$ cat src/rtl/i2c_byte_master.sv
// Single-byte I2C master: START, 7-bit address + R/W, one data byte, STOP on open-drain SCL/SDA.
// Bus outputs are registered from next-state values so that they change together with the state.
module i2c_byte_master #(
    parameter int unsigned CLK_DIV = 25
) (
    input  logic       clk,
    input  logic       rst_n,
    input  logic       dn_start,
    input  logic [6:0] dn_addr,
    input  logic       dn_rw,
    input  logic [7:0] dn_wr_data,
    output logic [7:0] dn_rd_data,
    output logic       dn_busy,
    output logic       dn_done,
    output logic       dn_ACK_error,
    output logic       scl_oe,
    output logic       sda_oe,
    input  logic       sda_i
);
    localparam int unsigned CW = $clog2(CLK_DIV);

    typedef enum logic [2:0] {
        S_IDLE, S_START, S_ADDR, S_ADDR_ACK, S_DATA, S_DATA_ACK, S_STOP, S_DONE
    } state_t;

    state_t        state_q, state_d;
    logic [CW-1:0] cnt_q, cnt_d;
    logic [1:0]    qtr_q, qtr_d;
    logic [2:0]    bit_q, bit_d;
    logic [7:0]    shift_q, shift_d;
    logic [7:0]    wdata_q, wdata_d;
    logic          rw_q, rw_d;
    logic          err_q, err_d;
    logic          sda_s1_q, sda_s2_q;
    logic [7:0]    rd_data_q, rd_data_d;
    logic          busy_q, busy_d;
    logic          done_q, done_d;
    logic          ack_err_q, ack_err_d;
    logic          scl_oe_q, scl_oe_d;
    logic          sda_oe_q, sda_oe_d;
    logic          tick_c;
    logic          slot_end_c;

    assign tick_c     = (cnt_q == CW'(CLK_DIV - 1));
    assign slot_end_c = tick_c && (qtr_q == 2'd3);

    // State, datapath and registered outputs
    always_ff @(posedge clk or negedge rst_n) begin
        if (!rst_n) begin
            state_q   <= S_IDLE;
            cnt_q     <= '0;
            qtr_q     <= '0;
            bit_q     <= '0;
            shift_q   <= '0;
            wdata_q   <= '0;
            rw_q      <= 1'b0;
            err_q     <= 1'b0;
            sda_s1_q  <= 1'b1;
            sda_s2_q  <= 1'b1;
            rd_data_q <= '0;
            busy_q    <= 1'b0;
            done_q    <= 1'b0;
            ack_err_q <= 1'b0;
            scl_oe_q  <= 1'b0;
            sda_oe_q  <= 1'b0;
        end else begin
            state_q   <= state_d;
            cnt_q     <= cnt_d;
            qtr_q     <= qtr_d;
            bit_q     <= bit_d;
            shift_q   <= shift_d;
            wdata_q   <= wdata_d;
            rw_q      <= rw_d;
            err_q     <= err_d;
            sda_s1_q  <= sda_i;
            sda_s2_q  <= sda_s1_q;
            rd_data_q <= rd_data_d;
            busy_q    <= busy_d;
            done_q    <= done_d;
            ack_err_q <= ack_err_d;
            scl_oe_q  <= scl_oe_d;
            sda_oe_q  <= sda_oe_d;
        end
    end

    // Next-state, slot timing and bus decode
    always_comb begin
        state_d   = state_q;
        cnt_d     = cnt_q;
        qtr_d     = qtr_q;
        bit_d     = bit_q;
        shift_d   = shift_q;
        wdata_d   = wdata_q;
        rw_d      = rw_q;
        err_d     = err_q;
        rd_data_d = rd_data_q;
        ack_err_d = ack_err_q;
        done_d    = 1'b0;
        busy_d    = 1'b0;
        scl_oe_d  = 1'b0;
        sda_oe_d  = 1'b0;

        if (state_q != S_IDLE && state_q != S_DONE) begin
            cnt_d = tick_c ? '0 : cnt_q + CW'(1);
            if (tick_c) qtr_d = qtr_q + 2'd1;
        end

        case (state_q)
            S_IDLE: begin
                if (dn_start) begin
                    state_d   = S_START;
                    shift_d   = {dn_addr, dn_rw};
                    wdata_d   = dn_wr_data;
                    rw_d      = dn_rw;
                    err_d     = 1'b0;
                    ack_err_d = 1'b0;
                    cnt_d     = '0;
                    qtr_d     = '0;
                    bit_d     = '0;
                end
            end
            S_START: if (slot_end_c) state_d = S_ADDR;
            S_ADDR: begin
                if (slot_end_c) begin
                    shift_d = {shift_q[6:0], 1'b0};
                    bit_d   = bit_q + 3'd1;
                    if (bit_q == 3'd7) state_d = S_ADDR_ACK;
                end
            end
            S_ADDR_ACK: begin
                if (slot_end_c) begin
                    if (sda_s2_q) begin
                        err_d   = 1'b1;
                        state_d = S_STOP;
                    end else begin
                        state_d = S_DATA;
                        if (!rw_q) shift_d = wdata_q;
                    end
                end
            end
            S_DATA: begin
                if (slot_end_c) begin
                    shift_d = {shift_q[6:0], rw_q ? sda_s2_q : 1'b0};
                    bit_d   = bit_q + 3'd1;
                    if (bit_q == 3'd7) state_d = S_DATA_ACK;
                end
            end
            S_DATA_ACK: begin
                if (slot_end_c) begin
                    if (!rw_q && sda_s2_q) err_d = 1'b1;
                    state_d = S_STOP;
                end
            end
            S_STOP: if (slot_end_c) state_d = S_DONE;
            S_DONE: state_d = S_IDLE;
            default: state_d = S_IDLE;
        endcase

        busy_d = (state_d != S_IDLE) && (state_d != S_DONE);
        if (state_d == S_DONE && state_q != S_DONE) begin
            done_d    = 1'b1;
            ack_err_d = err_d;
            if (rw_q && !err_d) rd_data_d = shift_q;
        end

        // SCL low in q0,q1 of data/ACK slots; SDA only ever changes with the slot
        case (state_d)
            S_START: begin
                sda_oe_d = qtr_d[1];
                scl_oe_d = (qtr_d == 2'd3);
            end
            S_ADDR: begin
                scl_oe_d = !qtr_d[1];
                sda_oe_d = !shift_d[7];
            end
            S_DATA: begin
                scl_oe_d = !qtr_d[1];
                sda_oe_d = !rw_d && !shift_d[7];
            end
            S_ADDR_ACK, S_DATA_ACK: scl_oe_d = !qtr_d[1];
            S_STOP: begin
                scl_oe_d = (qtr_d == 2'd0);
                sda_oe_d = !qtr_d[1];
            end
            default: begin
                scl_oe_d = 1'b0;
                sda_oe_d = 1'b0;
            end
        endcase
    end

    assign dn_rd_data   = rd_data_q;
    assign dn_busy      = busy_q;
    assign dn_done      = done_q;
    assign dn_ACK_error = ack_err_q;
    assign scl_oe       = scl_oe_q;
    assign sda_oe       = sda_oe_q;
endmodule
$ cat config.mk
export PLATFORM = sky130hd
export DESIGN_NAME = i2c_byte_master
export DESIGN_NICKNAME = d
export VERILOG_FILES = /design/src/rtl/i2c_byte_master.sv
export SDC_FILE = /design/constraint.sdc
export NUM_CORES = 1
export LEC_CHECK = 0
export CAP_MARGIN = 20
export CORE_ASPECT_RATIO = 2
export CORE_MARGIN = 3
export CORE_UTILIZATION = 40
export DETAILED_ROUTE_END_ITERATION = 12
export SETUP_SLACK_MARGIN = 0.4
export SLEW_MARGIN = 20
export SYNTH_ARGS = -nofsm -noshare
export SYNTH_HDL_FRONTEND = slang
export SYNTH_SLANG_ARGS = --single-unit
$ cat constraint.sdc
create_clock -name clk -period 2 [get_ports clk]
set_input_delay 0.6 -clock clk [delete_from_list [all_inputs] [get_ports clk]]
set_output_delay 0.6 -clock clk [all_outputs]
set_load 0.02 [all_outputs]
# Word level (Yosys, flattened, before mapping)

Index checks and enable logic that the tools add are counted.

Multipliers: 0
Add/subtract/negate cells: 3
Equal/unequal tests: 27
Reductions and logical operators: 27
Muxes and demuxes: 44
Div/mod/pow operators: 0
Bitwise gates (word level): 0
Shift operators: 0
Magnitude comparators: 0

Operators by type and width:

| kind                                                | number |
|---|---|
| two-way mux 8 bit                                   | 6 |
| two-way mux 3 bit                                   | 11 |
| case mux 8 bit (4 select lines)                     | 1 |
| equality test 3 bit, second input constant          | 9 |
| case mux 3 bit (8 select lines)                     | 1 |
| two-way mux 5 bit                                   | 4 |
| equality test 3 x 2 -> 1 bit, second input constant | 4 |
| two-way mux 1 bit                                   | 12 |
| != test 2 bit, second input constant                | 6 |
| two-way mux 2 bit                                   | 5 |
| logical AND 1 bit                                   | 7 |
| AND reduction 7 bit                                 | 1 |
| equality test 3 x 1 -> 1 bit, second input constant | 2 |
| != test 3 bit, second input constant                | 2 |
| case mux 1 bit (3 select lines)                     | 2 |
| case mux 3 bit (2 select lines)                     | 1 |
| AND reduction 2 bit                                 | 3 |
| nonzero test 2 bit                                  | 3 |
| nonzero test 3 bit                                  | 2 |
| adder 5 x 1 -> 5 bit, second input constant         | 1 |
| equality test 5 bit, second input constant          | 1 |
| zero test 1 bit                                     | 5 |
| equality test 2 bit, second input constant          | 2 |
| case mux 1 bit (4 select lines)                     | 1 |
| 9 further kinds                                     | 9 |

Bits in read-only memories: 0
Latch bits: 0
Flip-flop bits (word level): 46
Output and inout bits: 13
Memories: 0
Bits in writable memories: 0

# Logic depth before layout (Yosys ltp)

Depth in word-level cells: 8
Gate-level depth with buffers: 10

# Worst setup path after synthesis

No wires, ideal clock.

Path kind: flip-flop to flip-flop
From: reg bit_q[0]
To: reg scl_oe_q, in the netlist scl_oe
Arrival time: 2.011 ns
Setup time: 0.146 ns
Slack: -0.157 ns
Clock period less this slack: 2.157 ns
Cell stages (with the launch flop): 9
Cells stage by stage: dfrtp_1 -> ha_1 -> ha_1 -> maj3_1 -> and4b_1 -> a311oi_1 -> nor3_1 -> o31ai_1 -> a31oi_1

Longest elaborated chain between the ends: 7
Elaborated cells on any way between the ends: 14
Classes of those cells: eq/ne (7); mux (6); reduce/logical (1)

Ends and longest elaborated chain:

| what                                                                | line     | source |
|---|---|---|
| start: declaration                                                  | 29       | `logic [2:0] bit_q, bit_d;` |
| start signal: assignment                                            | 70       | `bit_q <= bit_d;` |
| equality test 3 bit *                                               | 127, 145 |  |
| two-way mux 3 bit, on equally long branches                         | 145, 127 |  |
| two-way mux 3 bit, on equally long branches                         | 142, 124 |  |
| case mux 3 bit (8 select lines) *                                   | 108      | `case (state_q)` |
| equality test 3 x 2 -> 1 bit or equality test 3 bit (tied branches) | 167      | `case (state_d)` |
| OR reduction 4 bit (no source line)                                 | --       |  |
| case mux 1 bit (3 select lines) *                                   | 167      |  |
| named net scl_oe_d                                                  | 39       | `logic scl_oe_q, scl_oe_d;` |
| end signal: assignment                                              | 81       | `scl_oe_q <= scl_oe_d;` |
| end: declaration                                                    | 39       |  |

The timed path passes the listed nets; every way through them passes the cells marked *.
A chain may end at the register's enable or synchronous reset.

# Worst setup path in the final report

From: reg cnt_q[1]
To: reg sda_oe_q, in the netlist sda_oe

Longest elaborated chain between the ends: 7
Elaborated cells on any way between the ends: 25
Classes of those cells: eq/ne (5); mux (16); reduce/logical (4)

Ends and longest elaborated chain:

| what                                                                                    | line | source |
|---|---|---|
| start: declaration                                                                      | 27   | `logic [CW-1:0] cnt_q, cnt_d;` |
| start signal: assignment                                                                | 68   | `cnt_q <= cnt_d;` |
| equality test 5 bit *                                                                   | 44   | `assign tick_c = (cnt_q == CW'(CLK_DIV - 1));` |
| parallel branches: the longest is 5 deep, another holds case mux 3 bit (8 select lines) | --   |  |
| case mux 1 bit (4 select lines) *                                                       | 167  |  |
| named net sda_oe_d                                                                      | 40   | `logic sda_oe_q, sda_oe_d;` |
| end signal: assignment                                                                  | 82   | `sda_oe_q <= sda_oe_d;` |
| end: declaration                                                                        | 40   |  |

Mark *: on every way through the listed nets, which the timed path passes. The select of a mux whose other input is x is not followed.

==> run_results.csv <==
group,metric,value,unit
status,status,"complete, but fails checks",
status,failed_checks,"setup timing",
routing,drtAntennaViolNets,0,
clocking,cts_buffers,5,
final_layout,nNetsFinal,286,
setup_path,critical_path_required,2180,ps
timing,final_max_slew_viol_count,0,
final_layout,syn_to_final_growth,51.0,%
routing,drc_errors,0,
die,rows,37,
routing,firstDrtPassIters,4,
timing,fin_crit_sh,111,%
setup_path,critPathLaunchType,"flop",
die,core_area,0.00518,sq mm
global_route,grt_usage,19.3,%
power_and_ir_drop,power_density,855,mW/mm^2
logic_synthesis,yosysSeqAreaShare,53.4,%
final_layout,fill_cells,427,
global_route,grt_pass1_wl,9270,microns
timing,slew_headroom,70.2,%
worst_hold_path,worstHoldPathType,"in2async",
clocking,cts.sinks,46,
die,initial_utilization,41.6,%
timing,tns,-754,ps
global_route,antenna_found_initial,0,
routing,num_vias,1764,
routing,finalWirelength,5800,microns
timing,tightest_slew,445,ps
routing,wl_per_cell,18.2,microns
logic_synthesis,synth-main-ff-cell,"dfrtp_1",
clocking,clk_pin_slew,90,ps
final_layout,final_common_cell,"dfrtp_1",
placement,place_hpwl,3940,microns
setup_path,cp.arrival,2400,ps
placement,place_ws,-372,ps
timing,finalHoldViolCount,0,
final_layout,drive_above_1_share,49.4,%
logic_synthesis,synth_cell_types,47,
timing,setup_viol_count_final,11,
timing,fin_worst_skew,5.89,ps
logic_synthesis,syn_area,0.00216,sq mm
power_and_ir_drop,p_leak,1.53,nW
final_layout,diodes,0,
power_and_ir_drop,ir_drop,805,uV
die,die_w,57.9,microns
timing,period_minus_slack,2220,ps
clocking,cts_tree,"yes",
logic_synthesis,ys.warnings.count,0,
die,dieHeight,110,microns
timing,fmax,0.451,GHz
setup_path,crit_path_end_kind,"flop",
timing,rsz0062_at_grt,"true",
final_layout,fin_util,62.8,%
final_layout,final_cell_mix,"41 x dfrtp_1, 32 x buf_4, 19 x buf_6",
logic_synthesis,avgSynthCellArea,12.3,sq um
die,num_io_pins,33,
clocking,cts_htree_levels,2,
power_and_ir_drop,power,2.79,mW
setup_path,crit_type,"reg2reg",
logic_synthesis,syn_nets,201,
routing,drt_iter0_drc,63,
setup_path,path_max_fanout,5,
logic_synthesis,synth_edf_count,0,
clocking,clock_path_buffers,2,
logic_synthesis,synth_seq_cells,46,
global_route,gr-total-overflow,0,
die,fp.dieArea,0.00637,sq mm
global_route,grt_max_degree,47,
clocking,clock_latency,300,ps
logic_synthesis,postSynthCellCount,176,
placement,gp_congestion,0.875,
clocking,clockRootBuffer,"clkbuf_8",
flow_run,drv_cap,0,
logic_synthesis,synthArstFlopShare,100,%
global_route,first_global_vias,1960,
placement,io_buffer_count,32,
routing,via_per_inst,5.53,
timing,setup_ws,-219,ps
-- cell usage after synthesis (2+ instances only) --
master | instances | area [sq um]
nor3_1 | 3 | 15.0
ha_1 | 5 | 62.6
mux2_2 | 18 | 203
a22o_1 | 9 | 78.8
a21oi_1 | 4 | 20.0
buf_2 | 5 | 25.0
a31oi_1 | 4 | 25.0
and4b_1 | 2 | 20.0
dfrtp_1 | 44 | 1100
nor2_1 | 12 | 45.0
nand4_1 | 3 | 18.8
xor2_1 | 3 | 26.3
mux2i_1 | 3 | 30.0
o31ai_1 | 2 | 15.0
dfstp_2 | 2 | 52.6
o21ai_0 | 2 | 10.0
nand2b_1 | 2 | 12.5
nand2_1 | 10 | 37.5
inv_1 | 8 | 30.0
a221o_1 | 8 | 80.1
-- cell type report --
cell class | count | area [sq um] | share of cell area (%)
clock inverters | 1 | 7.51 | 0.230
multi-input cells | 115 | 1160 | 35.8
well taps | 58 | 72.6 | 2.23
inverters | 8 | 30.0 | 0.922
repair buffers | 85 | 753 | 23.1
clock buffers | 6 | 72.6 | 2.23
flip-flops and latches | 46 | 1160 | 35.5
-- layer usage --
metal / track usage, % / share of wire (%) / vias up
li1: - / - / 822
met1: 20.0 / 36 / 893
met2: 36.7 / 59 / 37
met3: 3.53 / 3.0 / 12
met4: 8.13 / 2.2 / 0
met5: 0 / 0 / -
-- critical path, stage by stage, from the launching register on --
cell and delay, ps:
dfrtp_1 400, inv_2 90, ha_4 120, and4b_2 300, or3b_4 460, mux2i_4 230
and4_1 230, a31oi_2 180, o31ai_2 90
-- final timing paths --
| kind | depth (start not counted) | startpoint | slack, ps | to |
|---|---|---|---|---|
| min reg2reg | 0 | sda_s1_q$_DFF_PN1_ | 360 | sda_s2_q$_DFF_PN1_ |
| max reg2reg | 8 | cnt_q[1]$_DFF_PN0_ | -220 | sda_oe$_DFF_PN0_ |
| min | 2 | rst_n | 270 | bit_q[1]$_DFFE_PN0P_ |
| min in group clk | 0 | sda_s1_q$_DFF_PN1_ | 360 | sda_s2_q$_DFF_PN1_ |
| max | 8 | cnt_q[1]$_DFF_PN0_ | -220 | sda_oe$_DFF_PN0_ |
| max in group asynchronous | 2 | rst_n | 1470 | sda_s1_q$_DFF_PN1_ |
-- per-stage QoR --
step | cell area, sq um | instances | hold slack (ps)
6_report | 3260 | 319 | 269
3_5_place_dp | 2790 | 284 | 352
4_1_cts | 3150 | 313 | 273
2_1_floorplan | 2260 | 176 | 304
3_3_place_gp | 2790 | 284 | 349
5_1_grt | 3260 | 319 | 276
-- power breakdown --
part	internal, mW	switching, mW	total [mW]
combinational	0.613	0.388	1.00
clock	0.240	0.308	0.548
sequential	1.11	0.129	1.24
-- flip-flops by register name, summed over array words and instances, names as in the netlist --
register / cells
sda_s2_q: 1
dn_done: 1
shift_q: 8
sda_oe: 1
dn_ACK_error: 1
bit_q: 3
dn_rd_data: 8
wdata_q: 8
rw_q: 1
cnt_q: 5
scl_oe: 1
dn_busy: 1
state_q: 3
err_q: 1
sda_s1_q: 1
qtr_q: 2
-- repair_timing --
| item | CTS | global route |
|---|---|---|
| buffers inserted | 22 | 6 |
| resized for setup | 57 | 39 |
| pin swaps | 12 | 12 |
| hold buffers | 0 | 0 |
| endpoints found under the hold margin | 0 | 0 |
| endpoints found under the setup margin | 55 | 52 |
-- cell families after synthesis --
family,count (synthesis),synth area share (%)
fa+ha+maj,6,3.36
compound gates,38,14.3
mux,21,10.8
xor+xnor,4,1.62
flops,46,53.4
buf+inv,15,3.25
simple gates,46,13.2
No activity file was read; power rests on OpenSTA's default activity.
